**config.mk**
```make
export PLATFORM = sky130hd
export DESIGN_NAME = stream_ingress_buffer_flat
export DESIGN_NICKNAME = d
export VERILOG_FILES = /design/src/rtl/stream_ingress_buffer_pkg.sv /design/src/rtl/stream_ingress_buffer_if.sv /design/src/rtl/stream_ingress_buffer_sync_fifo.sv /design/src/rtl/stream_ingress_buffer.sv /design/src/flat_wrapper.sv
export SDC_FILE = /design/constraint.sdc
export NUM_CORES = 1
export LEC_CHECK = 0
export CAP_MARGIN = 0
export CORE_MARGIN = 3
export CORE_UTILIZATION = 50
export CTS_CLUSTER_DIAMETER = 120
export DETAILED_ROUTE_END_ITERATION = 8
export PLACE_DENSITY = 0.74
export SETUP_SLACK_MARGIN = 0.2
export SLEW_MARGIN = 5
export SYNTH_ARGS = -nofsm -noshare
export SYNTH_HDL_FRONTEND = slang
export SYNTH_SLANG_ARGS = --single-unit
```
**constraint.sdc**
```tcl
create_clock -name clk -period 6.4 [get_ports clk]
set_input_delay 1.28 -clock clk [delete_from_list [all_inputs] [get_ports clk]]
set_output_delay 1.28 -clock clk [all_outputs]
set_load 0.1 [all_outputs]
```
**src/rtl/stream_ingress_buffer_pkg.sv**
```systemverilog
// Shared types for the stream ingress buffer: beat payload, FSM states and terminator beat.
package stream_pkg;

    localparam int unsigned DATA_WD      = 32;
    localparam int unsigned DATA_BYTE_WD = DATA_WD / 8;

    typedef struct packed {
        logic [DATA_WD-1:0]      data;
        logic [DATA_BYTE_WD-1:0] keep;
        logic                    last;
    } beat_t;

    typedef enum logic [1:0] {
        PASS,
        DROP,
        TERM
    } ingress_state_t;

    // Closes a frame that lost its tail: no bytes, last set.
    localparam beat_t TERM_BEAT = '{data: '0, keep: '0, last: 1'b1};

endpackage

```
**src/rtl/stream_ingress_buffer_if.sv**
```systemverilog
// Beat stream in (no backpressure), handshaked stream out, and frame length report.
interface stream_ingress_buffer_if #(
    parameter int unsigned DATA_WD      = stream_pkg::DATA_WD,
    parameter int unsigned DATA_BYTE_WD = stream_pkg::DATA_BYTE_WD,
    parameter int unsigned LEN_WD       = 16
);
    logic                    valid_in;
    logic                    last_in;
    logic [DATA_BYTE_WD-1:0] keep_in;
    logic [DATA_WD-1:0]      data_in;

    logic                    valid_out;
    logic                    ready_out;
    logic                    last_out;
    logic [DATA_BYTE_WD-1:0] keep_out;
    logic [DATA_WD-1:0]      data_out;

    logic                    len_valid;
    logic [LEN_WD-1:0]       len_bytes;
    logic                    len_err;
    logic                    overflow;

    modport slave (
        input  valid_in, last_in, keep_in, data_in, ready_out,
        output valid_out, last_out, keep_out, data_out,
        output len_valid, len_bytes, len_err, overflow
    );

    modport master (
        output valid_in, last_in, keep_in, data_in, ready_out,
        input  valid_out, last_out, keep_out, data_out,
        input  len_valid, len_bytes, len_err, overflow
    );
endinterface

```
**src/rtl/stream_ingress_buffer_sync_fifo.sv**
```systemverilog
// First-word-fall-through synchronous FIFO with occupancy level; full/empty from level.
module sync_fifo #(
    parameter int unsigned WIDTH = 8,
    parameter int unsigned DEPTH = 16
) (
    input  logic                     clk,
    input  logic                     rst,
    input  logic                     wr_en_i,
    input  logic [WIDTH-1:0]         wr_data_i,
    input  logic                     rd_en_i,
    output logic [WIDTH-1:0]         rd_data_o,
    output logic                     empty_o,
    output logic [$clog2(DEPTH):0]   level_o
);
    localparam int unsigned AW = $clog2(DEPTH);
    localparam int unsigned LW = AW + 1;

    logic [WIDTH-1:0] mem_q [DEPTH];
    logic [AW-1:0]    wr_ptr_q;
    logic [AW-1:0]    rd_ptr_q;
    logic [LW-1:0]    level_q;
    logic             full;
    logic             do_wr;
    logic             do_rd;

    assign full      = (level_q == LW'(DEPTH));
    assign empty_o   = (level_q == '0);
    assign do_wr     = wr_en_i && !full;
    assign do_rd     = rd_en_i && !empty_o;
    assign rd_data_o = mem_q[rd_ptr_q];
    assign level_o   = level_q;

    always_ff @(posedge clk or posedge rst) begin
        if (rst) begin
            wr_ptr_q <= '0;
            rd_ptr_q <= '0;
            level_q  <= '0;
        end else begin
            if (do_wr) wr_ptr_q <= wr_ptr_q + AW'(1);
            if (do_rd) rd_ptr_q <= rd_ptr_q + AW'(1);
            level_q <= level_q + LW'(do_wr) - LW'(do_rd);
        end
    end

    // Storage needs no reset; the level gates what is visible.
    always_ff @(posedge clk) begin
        if (do_wr) mem_q[wr_ptr_q] <= wr_data_i;
    end

endmodule

```
**src/rtl/stream_ingress_buffer.sv**
```systemverilog
// Ingress buffer: absorbs an unthrottled beat stream, counts bytes per frame and
// closes frames with a terminator beat when overflow forces beats to be dropped.
module stream_ingress_buffer
    import stream_pkg::*;
#(
    parameter int unsigned DATA_WD      = stream_pkg::DATA_WD,
    parameter int unsigned DATA_BYTE_WD = stream_pkg::DATA_BYTE_WD,
    parameter int unsigned FIFO_DEPTH   = 16,
    parameter int unsigned LEN_WD       = 16
) (
    input  logic                  clk,
    input  logic                  rst,
    stream_ingress_buffer_if.slave bus
);
    localparam int unsigned BEAT_WD = DATA_WD + DATA_BYTE_WD + 1;
    localparam int unsigned LVL_WD  = $clog2(FIFO_DEPTH) + 1;
    localparam int unsigned PC_WD   = $clog2(DATA_BYTE_WD) + 1;
    localparam int unsigned SUM_WD  = LEN_WD + 1;

    ingress_state_t    state_q, state_d;
    logic [LEN_WD-1:0] cnt_q, cnt_d;
    logic              err_q, err_d;
    logic              ovf_q, ovf_d;
    logic              pend_q, pend_d;
    logic              pend_last_q, pend_last_d;
    logic              len_valid_q, len_valid_d;
    logic [LEN_WD-1:0] len_bytes_q, len_bytes_d;
    logic              len_err_q, len_err_d;

    logic               wr_en;
    beat_t              wr_beat;
    beat_t              in_beat;
    beat_t              head;
    logic [BEAT_WD-1:0] rd_data;
    logic [LVL_WD-1:0]  level;
    logic               empty;
    logic               full;
    logic [PC_WD-1:0]   keep_cnt;
    logic [SUM_WD-1:0]  cnt_sum_w;
    logic [LEN_WD-1:0]  cnt_sum;
    logic               term_any;
    logic               term_last;

    sync_fifo #(
        .WIDTH (BEAT_WD),
        .DEPTH (FIFO_DEPTH)
    ) u_fifo (
        .clk       (clk),
        .rst       (rst),
        .wr_en_i   (wr_en),
        .wr_data_i (BEAT_WD'(wr_beat)),
        .rd_en_i   (bus.ready_out),
        .rd_data_o (rd_data),
        .empty_o   (empty),
        .level_o   (level)
    );

    assign full    = (level == LVL_WD'(FIFO_DEPTH));
    assign in_beat = '{data: bus.data_in, keep: bus.keep_in, last: bus.last_in};

    always_comb begin
        keep_cnt = '0;
        for (int unsigned i = 0; i < DATA_BYTE_WD; i++) begin
            keep_cnt = keep_cnt + PC_WD'(bus.keep_in[i]);
        end
    end

    // Saturating byte count including the current beat.
    assign cnt_sum_w = {1'b0, cnt_q} + SUM_WD'(keep_cnt);
    assign cnt_sum   = cnt_sum_w[LEN_WD] ? '1 : cnt_sum_w[LEN_WD-1:0];

    // Most recent beat dropped while a terminator is owed decides where the next frame starts.
    assign term_any  = bus.valid_in | pend_q;
    assign term_last = bus.valid_in ? bus.last_in : pend_last_q;

    always_comb begin
        state_d     = state_q;
        cnt_d       = cnt_q;
        err_d       = err_q;
        ovf_d       = ovf_q;
        pend_d      = pend_q;
        pend_last_d = pend_last_q;
        len_valid_d = 1'b0;
        len_bytes_d = len_bytes_q;
        len_err_d   = len_err_q;
        wr_en       = 1'b0;
        wr_beat     = TERM_BEAT;

        unique case (state_q)
            PASS: begin
                if (bus.valid_in && !full) begin
                    wr_en   = 1'b1;
                    wr_beat = in_beat;
                    cnt_d   = cnt_sum;
                    if (bus.last_in) begin
                        len_valid_d = 1'b1;
                        len_bytes_d = cnt_sum;
                        len_err_d   = err_q;
                        cnt_d       = '0;
                        err_d       = 1'b0;
                    end
                end else if (bus.valid_in) begin
                    ovf_d       = 1'b1;
                    err_d       = 1'b1;
                    pend_d      = 1'b0;
                    pend_last_d = 1'b0;
                    state_d     = bus.last_in ? TERM : DROP;
                end
            end
            DROP: begin
                if (bus.valid_in) begin
                    ovf_d = 1'b1;
                    if (bus.last_in && !full) begin
                        wr_en       = 1'b1;
                        len_valid_d = 1'b1;
                        len_bytes_d = cnt_q;
                        len_err_d   = err_q;
                        cnt_d       = '0;
                        err_d       = 1'b0;
                        state_d     = PASS;
                    end else if (bus.last_in) begin
                        pend_d      = 1'b0;
                        pend_last_d = 1'b0;
                        state_d     = TERM;
                    end
                end
            end
            TERM: begin
                if (bus.valid_in) begin
                    ovf_d       = 1'b1;
                    pend_d      = 1'b1;
                    pend_last_d = bus.last_in;
                end
                if (!full) begin
                    wr_en       = 1'b1;
                    len_valid_d = 1'b1;
                    len_bytes_d = cnt_q;
                    len_err_d   = err_q;
                    cnt_d       = '0;
                    err_d       = term_any;
                    pend_d      = 1'b0;
                    pend_last_d = 1'b0;
                    if (!term_any)     state_d = PASS;
                    else if (term_last) state_d = TERM;
                    else               state_d = DROP;
                end
            end
            default: state_d = PASS;
        endcase
    end

    always_ff @(posedge clk or posedge rst) begin
        if (rst) begin
            state_q     <= PASS;
            cnt_q       <= '0;
            err_q       <= 1'b0;
            ovf_q       <= 1'b0;
            pend_q      <= 1'b0;
            pend_last_q <= 1'b0;
            len_valid_q <= 1'b0;
            len_bytes_q <= '0;
            len_err_q   <= 1'b0;
        end else begin
            state_q     <= state_d;
            cnt_q       <= cnt_d;
            err_q       <= err_d;
            ovf_q       <= ovf_d;
            pend_q      <= pend_d;
            pend_last_q <= pend_last_d;
            len_valid_q <= len_valid_d;
            len_bytes_q <= len_bytes_d;
            len_err_q   <= len_err_d;
        end
    end

    assign head          = beat_t'(rd_data);
    assign bus.valid_out = !empty;
    assign bus.last_out  = !empty && head.last;
    assign bus.keep_out  = empty ? '0 : head.keep;
    assign bus.data_out  = empty ? '0 : head.data;
    assign bus.len_valid = len_valid_q;
    assign bus.len_bytes = len_bytes_q;
    assign bus.len_err   = len_err_q;
    assign bus.overflow  = ovf_q;

endmodule

```
**src/flat_wrapper.sv**
```systemverilog
// flat-port wrapper written by rule: the top's interface ports become plain ports
module stream_ingress_buffer_flat import stream_pkg::*;
#(
    parameter int unsigned DATA_WD      = stream_pkg::DATA_WD,
    parameter int unsigned DATA_BYTE_WD = stream_pkg::DATA_BYTE_WD,
    parameter int unsigned FIFO_DEPTH   = 16,
    parameter int unsigned LEN_WD       = 16
)
  (clk, rst, bus_valid_in, bus_last_in, bus_keep_in, bus_data_in, bus_ready_out, bus_valid_out, bus_last_out, bus_keep_out, bus_data_out, bus_len_valid, bus_len_bytes, bus_len_err, bus_overflow);
  stream_ingress_buffer_if #(.DATA_WD(DATA_WD), .DATA_BYTE_WD(DATA_BYTE_WD), .LEN_WD(LEN_WD)) bus_i ();
  input  logic clk;
  input  logic rst;
  input wire logic [$bits(bus_i.valid_in)-1:0] bus_valid_in;
  input wire logic [$bits(bus_i.last_in)-1:0] bus_last_in;
  input wire logic [$bits(bus_i.keep_in)-1:0] bus_keep_in;
  input wire logic [$bits(bus_i.data_in)-1:0] bus_data_in;
  input wire logic [$bits(bus_i.ready_out)-1:0] bus_ready_out;
  output wire logic [$bits(bus_i.valid_out)-1:0] bus_valid_out;
  output wire logic [$bits(bus_i.last_out)-1:0] bus_last_out;
  output wire logic [$bits(bus_i.keep_out)-1:0] bus_keep_out;
  output wire logic [$bits(bus_i.data_out)-1:0] bus_data_out;
  output wire logic [$bits(bus_i.len_valid)-1:0] bus_len_valid;
  output wire logic [$bits(bus_i.len_bytes)-1:0] bus_len_bytes;
  output wire logic [$bits(bus_i.len_err)-1:0] bus_len_err;
  output wire logic [$bits(bus_i.overflow)-1:0] bus_overflow;
  assign bus_i.valid_in = bus_valid_in;
  assign bus_i.last_in = bus_last_in;
  assign bus_i.keep_in = bus_keep_in;
  assign bus_i.data_in = bus_data_in;
  assign bus_i.ready_out = bus_ready_out;
  assign bus_valid_out = bus_i.valid_out;
  assign bus_last_out = bus_i.last_out;
  assign bus_keep_out = bus_i.keep_out;
  assign bus_data_out = bus_i.data_out;
  assign bus_len_valid = bus_i.len_valid;
  assign bus_len_bytes = bus_i.len_bytes;
  assign bus_len_err = bus_i.len_err;
  assign bus_overflow = bus_i.overflow;
  stream_ingress_buffer #(.DATA_WD(DATA_WD), .DATA_BYTE_WD(DATA_BYTE_WD), .FIFO_DEPTH(FIFO_DEPTH), .LEN_WD(LEN_WD)) u_core (.clk(clk), .rst(rst), .bus(bus_i));
endmodule
```
==> impl_metrics.json, run 1 <==
{
  "setup_viol": 0,
  "drive_gt1_share_pct": 22.6,
  "min_from": "u_core.bus.overflow",
  "cts_made_buffers": 66,
  "diodes": 0,
  "p_per_area_nw_per_um2": 523,
  "max-slew-margin-rel_pct": 21.9,
  "ys_types": 53,
  "status": "completed",
  "hold_violations": 0,
  "grt_max_degree": 54,
  "intPower_mw": 9.67,
  "top_layer_used": "met4",
  "ios": 98,
  "layout_common_cells": "edfxtp_1, mux4_2, clkdlybuf4s50_1",
  "dr.first_iter.drc_count": 1437,
  "r2r_slack_ps": 2780,
  "yosysSeqAreaShare_pct": 73.6,
  "combPwrFrac_pct": 40.1,
  "drv_slew": 0,
  "root_buffer": "clkbuf_16",
  "worst_ep_arrival_time_ps": 4020,
  "finalSetupTns_ps": 0,
  "critical_path_class": "reg2out",
  "async_reset_ff_share_pct": 8.22,
  "port_buffers": 97,
  "hpwl_um": 28400,
  "fmax_mhz": 189,
  "hold-worst-slack_ps": 472,
  "ant_nets": 0,
  "cts_resized": 0,
  "yosys_warnings": 0,
  "grt_usage_pct": 21.1,
  "dieWidth_um": 234,
  "synth_edf_count": 592,
  "gp_congestion": 0.877,
  "die_y_um": 234,
  "maxCapViolCount": 0,
  "final_common_cell": "edfxtp_1",
  "postCtsSetupRepairBufs": 0,
  "wl_per_cell_um": 26.2,
  "power_frac_seq_pct": 36.6,
  "p_leak_nw": 9.74,
  "switching_power_mw": 5.96,
  "yosys.area.top_type_share_pct": 68.5,
  "end_kind": "primary output",
  "antenna_found_initial": 2,
  "drc": 0,
  "cts.path.max_buffers": 3,
  "syn_nets": 1344,
  "wl_um": 55600,
  "postSynthAreaPerCell_um2": 20.3,
  "grt_pass1_vias": 13300,
  "grt_overflow": 0,
  "numClockSinks": 645,
  "wl_met3_um": 4260,
  "dr_total_vias": 12900,
  "core_um2": 50700,
  "min_to": "u_core.bus.overflow",
  "hold_buffers": 0,
  "crit_fanout": 53,
  "cts_tree": "built",
  "placed_area_um2": 27800,
  "vias_per_cell": 6.07,
  "drt-met1-wl_um": 22500,
  "yosysTopAreaCell": "edfxtp_1",
  "fin_util_pct": 58.9,
  "cp-start-kind": "flop",
  "yosys_most_used_dff": "edfxtp_1",
  "skew_ps": 21.1,
  "rsz0062_at_grt": "false",
  "rows": 82,
  "clock_latency_ps": 580,
  "p_clk_share_pct": 23.3,
  "p_sw_share_pct": 38.1,
  "floorplan.initialDensity_pct": 51.2,
  "cts.clk_slew.worst_paths_ps": 60,
  "dp_slack_ps": 1660,
  "synthTopCellsByArea": "edfxtp_1, mux4_2, dfrtp_1, and2_1, ha_1",
  "drtPass1Iterations": 5,
  "synth-seq-cells": 645,
  "period_minus_slack_ps": 5300,
  "tightest_slew_ps": 1170,
  "netlist_instances": 1280,
  "syn_to_final_growth_pct": 15.0,
  "worst_slack_ps": 1100,
  "r2r_start": "u_core.u_fifo.level_o[3]",
  "fin_crit_sh_pct": 82.8,
  "finalNetCount": 1465,
  "irDropWorstVdd_uv": 536,
  "hold_class": "reg2reg",
  "r2r-end": "u_core.u_fifo.level_o[4]",
  "fin_area_um2": 29900,
  "wl_met2_um": 27500,
  "die_area_um2": 54700,
  "grt_pass1_wl_um": 84200,
  "r2r_cells": 13,
  "syn_area_um2": 26000,
  "holdPathStages": 1,
  "critical_path_required_ps": 5120,
  "cts_max_level": 3
}
[worst max-delay path, cell delays in order, from the launching register on]
cell,delay (ps)
dfrtp_4,980
buf_12,390
mux4_2,370
mux4_2,470
and2_1,210
clkdlybuf4s50_1,980
[logic make-up after synthesis]
group	count (synthesis)	synth area share, %
flops	645	73.6
simple gates	204	4.29
mux	190	16.3
compound gates	109	2.65
buf+inv	98	1.66
fa+ha+maj	23	1.20
xor+xnor	11	0.371
[per-layer routing]
layer  up-vias  GRT usage, %
met5         -             0
met4         0          6.56
met3        98          3.64
met2       602          33.7
met1      6692          30.3
li1       5485             -
[worst max path at each step]
stage,from,endpoint,cells past startpoint
2_1_floorplan,bus_last_in,u_core.u_fifo.mem_q[3][0],5
3_3_place_gp,bus_keep_in[0],u_core.bus.len_bytes[4],13
3_5_place_dp,bus_last_in,u_core.u_fifo.mem_q[11][17],8
4_1_cts,u_core.u_fifo.rd_ptr_q[1],bus_last_out,5
5_1_grt,u_core.u_fifo.rd_ptr_q[1],bus_last_out,5
6_report,u_core.u_fifo.rd_ptr_q[1],bus_data_out[17],5
[area by class of cell]
| cell class | instances | area (um^2) |
|---|---|---|
| clock buffer | 88 | 1800 |
| clock inverter | 28 | 239 |
| fill | 3578 | 20800 |
| inverter | 24 | 90.1 |
| multi-input combinational | 537 | 6530 |
| sequential | 645 | 19100 |
| tap | 672 | 841 |
| timing repair buffer | 127 | 1260 |
[state kept, by name (all words and copies together) (netlist names)]
register                count
u_core.bus.len_bytes       16
u_core.u_fifo.wr_ptr_q      4
u_core.bus.overflow         1
u_core.bus.len_err          1
u_core.bus.len_valid        1
u_core.cnt_q               16
u_core.pend_q               1
u_core.u_fifo.mem_q       592
u_core.u_fifo.rd_ptr_q      4
u_core.state_q              2
u_core.u_fifo.level_o       5
u_core.err_q                1
u_core.pend_last_q          1
[synth_stat cells (13+ instances only)]
cell type / n
edfxtp_1: 592
mux4_2: 185
and2_1: 80
dfrtp_1: 53
clkbuf_1: 43
nand2_1: 37
a21oi_1: 28
nor2_1: 27
o21ai_0: 25
inv_1: 23
ha_1: 20
o31ai_1: 14
a31oi_1: 13
nand3_1: 13
[stage by stage]
stage / power, mW / instances
detailed placement: 12.1 / 2005
CTS: 15.8 / 2121
floorplan: 10.5 / 1280
global route: 16.3 / 2121
global placement: 12.0 / 2005
finish: 15.6 / 2121
[power groups by stage]
stage	Clock, mW	Combinational (mW)	Sequential (mW)
after floorplan	0	4.89	5.63
after global placement	0	6.26	5.79
after detailed placement	0	6.31	5.82
after CTS	3.71	6.33	5.74
after global routing	3.89	6.59	5.79
final	3.64	6.26	5.73
No activity file was read; power rests on OpenSTA's default activity.
==> run 2, diff against run 1 <==
--- a/config.mk
+++ b/config.mk
@@ -10,7 +10,7 @@
 export CORE_UTILIZATION = 50
 export CTS_CLUSTER_DIAMETER = 120
 export DETAILED_ROUTE_END_ITERATION = 8
-export PLACE_DENSITY = 0.74
+export PLACE_DENSITY = 0.77
 export SETUP_SLACK_MARGIN = 0.2
 export SLEW_MARGIN = 5
 export SYNTH_ARGS = -nofsm -noshare
==> constraint.sdc (replaced) <==
create_clock -name clk -period 4.7 [get_ports clk]
set_input_delay 0.94 -clock clk [delete_from_list [all_inputs] [get_ports clk]]
set_output_delay 0.94 -clock clk [all_outputs]
set_load 0.1 [all_outputs]
==> run 2 against run 1 <==
Count of clock-buffer cells in the layout is 14 lower. Global-route usage hardly changed. Sequential cell count stayed put. First-iteration DRC count is 3.9% higher. Hold slack better by 4.4 ps. Clock skew is 4.3 ps lower. Combinational power is 37% higher. Routed wire length is 1.4% higher. Clock power is 28% higher. Critical endpoint is now bus_data_out[15].
==> impl_metrics.json, run 2 (synthesis results as in run 1) <==
{
  "vias_per_cell": 6.06,
  "skew_ps": 16.8,
  "cts_max_level": 2,
  "syn_to_final_growth_pct": 14.9,
  "die_y_um": 234,
  "fill_cells": 3522,
  "r2r-end": "u_core.u_fifo.level_o[4]",
  "ios": 98,
  "cts_resized": 0,
  "crit_chain": "buf_12 > mux4_2 > mux4_2 > and2_1 > buf_4",
  "irDropWorstVdd_uv": 597,
  "min_from": "u_core.bus.len_bytes[15]",
  "cts.clk_slew.worst_paths_ps": 60,
  "dr.first_iter.drc_count": 1493,
  "r2r_start": "u_core.u_fifo.level_o[2]",
  "cpPeakStageDelay_ps": 780,
  "status": "completed",
  "end_kind": "primary output",
  "port_buffers": 97,
  "wl_um": 56400,
  "largest_reg_flops": 592,
  "grt_pass1_vias": 13700,
  "clock_latency_ps": 620,
  "wl_per_cell_um": 26.4,
  "rows": 82,
  "period_minus_slack_ps": 4300,
  "ant_nets": 0,
  "maxCapViolCount": 0,
  "setup_viol": 0,
  "die_area_um2": 54700,
  "holdPathStages": 2,
  "finalNetCount": 1477,
  "postCtsSetupRepairBufs": 0,
  "diodes": 0,
  "numClockSinks": 645,
  "crit_fanout": 46,
  "dieWidth_um": 234,
  "instances_no_fill": 2134,
  "dr_total_vias": 12900,
  "tightest_slew_ps": 1010,
  "floorplan.initialDensity_pct": 51.2,
  "hpwl_um": 30700,
  "grt_overflow": 0,
  "drive_gt1_share_pct": 26.1,
  "hold_violations": 0,
  "max-slew-margin-rel_pct": 32.3,
  "cts.path.max_buffers": 3,
  "grt_max_degree": 51,
  "dp.cells": 2022,
  "drc": 0,
  "cts_made_buffers": 61,
  "gp_congestion": 0.840,
  "cts_tree": "built",
  "cpMaxStageDelayCell": "dfrtp_4",
  "critical_path_class": "reg2out",
  "grt_pass1_wl_um": 85600,
  "r2r_slack_ps": 1280,
  "fin_crit_sh_pct": 91.4,
  "hold_buffers": 0,
  "r2r_cells": 12,
  "regMostFlops": "u_core.u_fifo.mem_q",
  "p_leak_nw": 9.83,
  "fmax_mhz": 233,
  "critical_path_required_ps": 3760,
  "layout_common_cells": "edfxtp_1, mux4_2, and2_1",
  "final_common_cell": "edfxtp_1",
  "antenna_found_initial": 2,
  "grt_usage_pct": 21.1,
  "drtPass1Iterations": 5,
  "p_per_area_nw_per_um2": 704,
  "rsz0062_at_grt": "false",
  "cp-start-kind": "flop",
  "hold-worst-slack_ps": 476,
  "finalSetupTns_ps": 0,
  "core_um2": 50700,
  "hold_class": "reg2reg",
  "drv_slew": 0,
  "worst_ep_arrival_time_ps": 3360,
  "root_buffer": "clkbuf_16",
  "min_to": "u_core.bus.len_bytes[15]",
  "path_common_cell": "mux4_2"
}
run 2: area by class of cell:
cell class | count | area, um^2 | area share (%)
clock buffer | 74 | 1600 | 5.35
clock inverter | 38 | 287 | 0.961
inverter | 24 | 90.1 | 0.302
multi-input combinational | 537 | 6560 | 22.0
sequential | 645 | 19100 | 64.1
tap | 672 | 841 | 2.82
timing repair buffer | 144 | 1340 | 4.50
run 2: critical path: cells and delay by family, from the launching register on:
kind,cells,cell delay (ps)
buf+inv,2,630
flops,1,780
simple gates,1,180
mux,2,1090
run 2: routing by layer:
layer | global-route usage (%) | routed length [um] | up-vias
met3 | 5.41 | 4480 | 126
met5 | 0 | 33 | -
met1 | 27.9 | 21900 | 6724
met4 | 6.48 | 1690 | 4
li1 | - | - | 5511
met2 | 35.0 | 28300 | 561
run 2: report_power, final:
group          internal (mW)  switching, mW
clock                   2.58           2.07
combinational           2.97           5.60
sequential              7.22          0.560
total                   12.8           8.23
run 2: worst max path at each step:
stage / endpoint / depth (start not counted) / slack (ps) / startpoint
2_1_floorplan: u_core.u_fifo.mem_q[0][0] / 5 / -980 / bus_last_in
3_3_place_gp: u_core.bus.len_bytes[3] / 12 / 460 / bus_keep_in[1]
3_5_place_dp: u_core.bus.len_bytes[3] / 12 / 410 / bus_keep_in[0]
4_1_cts: bus_data_out[25] / 5 / 310 / u_core.u_fifo.rd_ptr_q[0]
5_1_grt: bus_data_out[15] / 5 / 220 / u_core.u_fifo.rd_ptr_q[0]
6_report: bus_data_out[15] / 5 / 400 / u_core.u_fifo.rd_ptr_q[0]
run 2: through the flow:
step | cell area [um^2] | utilization (%) | total power [mW] | setup WS, ps
6_report | 29800 | 58.8 | 21.0 | 403
4_1_cts | 29800 | 58.8 | 21.2 | 310
3_3_place_gp | 27900 | 55.1 | 16.4 | 464
5_1_grt | 29800 | 58.8 | 21.8 | 219
2_1_floorplan | 26000 | - | 14.3 | -981
3_5_place_dp | 27900 | 55.1 | 16.5 | 410
==> variant: new RTL, config.mk and constraints of run 1 <==
Set the package constant `DATA_WD` to 64 (it was 32).
--- a/src/rtl/stream_ingress_buffer_pkg.sv
+++ b/src/rtl/stream_ingress_buffer_pkg.sv
@@ -3,3 +3,3 @@
 
-    localparam int unsigned DATA_WD      = 32;
+    localparam int unsigned DATA_WD      = 64;
     localparam int unsigned DATA_BYTE_WD = DATA_WD / 8;
Ports: changed (resized bus_data_in, bus_data_out, bus_keep_in and bus_keep_out); port bits go from 98 to 170. The function was not compared with the original's and may differ.
==> variant against run 1 <==
- final area increased by 86%
- final cell count grew 78%
- power is 90% higher
- register-to-register slack worse by 0.20 ns
- routed wire length up 96%
- worst setup slack worse by 0.23 ns
- synthesized area is 86% higher
- utilization is 0.67 points lower
- sequential cell count rose by 576
- largest cell class unchanged
==> variant: results (changes against run 1) <==
[placement]
place.gp.congestion=0.784  ; was 0.877
dp_hpwl_mm=55.5  ; was 28.4 mm
place_inst=3555  ; was 2,005
port_buffers=169  ; was 97

[yosys]
netlist_top_cells_count=edfxtp_1, mux4_2, and2_1  ; unchanged
synth-edff-count=1168  ; was 592
syn_inst=2183  ; was 1,280
yosysWarnings=0  ; unchanged
async_reset_ff_frac=0.0434  ; was 0.0822
syn_nets=2288  ; was 1,344
seq_area_frac_synth=0.754  ; was 0.736
synth_ff_type=edfxtp_1  ; unchanged
synth.distinct_cells=58  ; was 53
synthTopCellsByArea=edfxtp_1, mux4_2, dfrtp_1  ; unchanged

[power]
swShare=0.385  ; was 0.381
peakVddDrop_mv=0.528  ; was 0.536 mV
leakage_nw=17.9  ; was 9.74 nW

[global_route]
grt_pass1_vias=24500  ; was 13,300
grt_usage=0.221  ; was 0.211
grt_pass1_wl_mm=162  ; was 84.2 mm
grt_use_met2=0.374  ; was 0.337
use_met1=0.307  ; was 0.303
grt_max_degree=73  ; was 54
gr-usage-met3=0.0328  ; was 0.0364
antenna_found_initial=1  ; was 2

[detailed_routing]
finalWirelength_mm=109  ; was 55.6 mm
drt_iter0_markers=2678  ; was 1,437
vias=23200  ; was 12,900
via_per_inst=6.14  ; was 6.07
dr.pass1.iters=5  ; unchanged

[cts]
clkTransAtPathRegs_ns=0.07
cts-root-buf=clkbuf_16  ; unchanged
insertion_delay_ns=0.70  ; was 0.58 ns
cts_buffers=118  ; was 66

[layout]
largest_reg_flops=1168  ; was 592
layout-drive-gt1-share=0.248  ; was 0.226
nNetsFinal=2515  ; was 1,465

[critical_path]
r2r_cells=9  ; was 13
cp_max_fo=56  ; was 53
cp.arrival_ns=4.25  ; was 4.02 ns

[status]
status=finished clean  ; unchanged

[timing]
worst_slew_pin_slew_ns=1.17  ; about the same
clock_skew_ns=0.0412  ; was 0.0211 ns

[hold_path]
hold_depth=1  ; unchanged

## variant: cell count changes after synthesis, sizes merged, moves of 12 or more
cell | run 1 | this run
and2 | 80 | 152
buf | 30 | 46
clkbuf | 44 | 74
edfxtp | 592 | 1168
inv | 23 | 37
mux4 | 185 | 365
o21ai | 26 | 38
## variant: logic make-up (layout without fill, tap and decap cells)
| kind of cell | count (synthesis) | after routing | synth area share |
|---|---|---|---|
| compound gates | 113 | 113 | 0.0144 |
| xor+xnor | 13 | 13 | 0.00236 |
| buf+inv | 157 | 488 | 0.0170 |
| fa+ha+maj | 28 | 28 | 0.00819 |
| mux | 369 | 369 | 0.171 |
| flops | 1221 | 1221 | 0.754 |
| simple gates | 282 | 282 | 0.0331 |
## variant: worst max-delay path, cell delays in order (launching register included)
cell	delay, ns
dfrtp_4	1.02
buf_4	0.42
mux4_2	0.36
mux4_2	0.52
and2_1	0.19
clkdlybuf4s50_1	0.97
## variant: power by group through the flow
stage | sequential (mW) | clock [mW] | combinational [mW]
3_5_place_dp | 10.8 | 0 | 12.4
4_1_cts | 10.6 | 7.01 | 12.4
5_1_grt | 10.7 | 7.31 | 12.9
3_3_place_gp | 10.7 | 0 | 12.2
6_report | 10.6 | 6.88 | 12.3
2_1_floorplan | 10.7 | 0 | 9.32
## variant: stage by stage
stage,setup TNS (ns),cell area [sq um],setup slack (ns)
global placement,0,51800,0.580
CTS,0,55600,0.755
global route,0,55600,0.712
floorplan,-354.88,48300,-1.15
detailed placement,0,51800,0.481
finish,0,55600,0.868
## variant: final cells by class
cell class	instances	area [sq um]
clock inverters	73	723
inverters	37	139
flip-flops and latches	1221	36400
repair buffers	227	2430
multi-input cells	805	11200
fillers	6652	39800
well taps	1265	1580
clock buffers	151	3120
## variant: layer usage
metal	wire, microns	vias up
met1	42300	12400
li1	-	9534
met2	56500	1058
met3	7890	190
met4	2380	0
met5	0	-
## variant: final timing paths
path | slack [ns] | endpoint | startpoint
worst min register to register | 0.45 | u_core.bus.overflow | u_core.bus.overflow
worst max-delay path | 0.87 | bus_data_out[0] | u_core.u_fifo.rd_ptr_q[1]
worst min-delay path | 0.45 | u_core.bus.overflow | u_core.bus.overflow
max in group asynchronous | 4.73 | u_core.u_fifo.rd_ptr_q[2] | rst
min in group asynchronous | 1.14 | u_core.u_fifo.wr_ptr_q[2] | rst
worst max register to register | 2.58 | u_core.u_fifo.mem_q[11][19] | u_core.state_q[1]
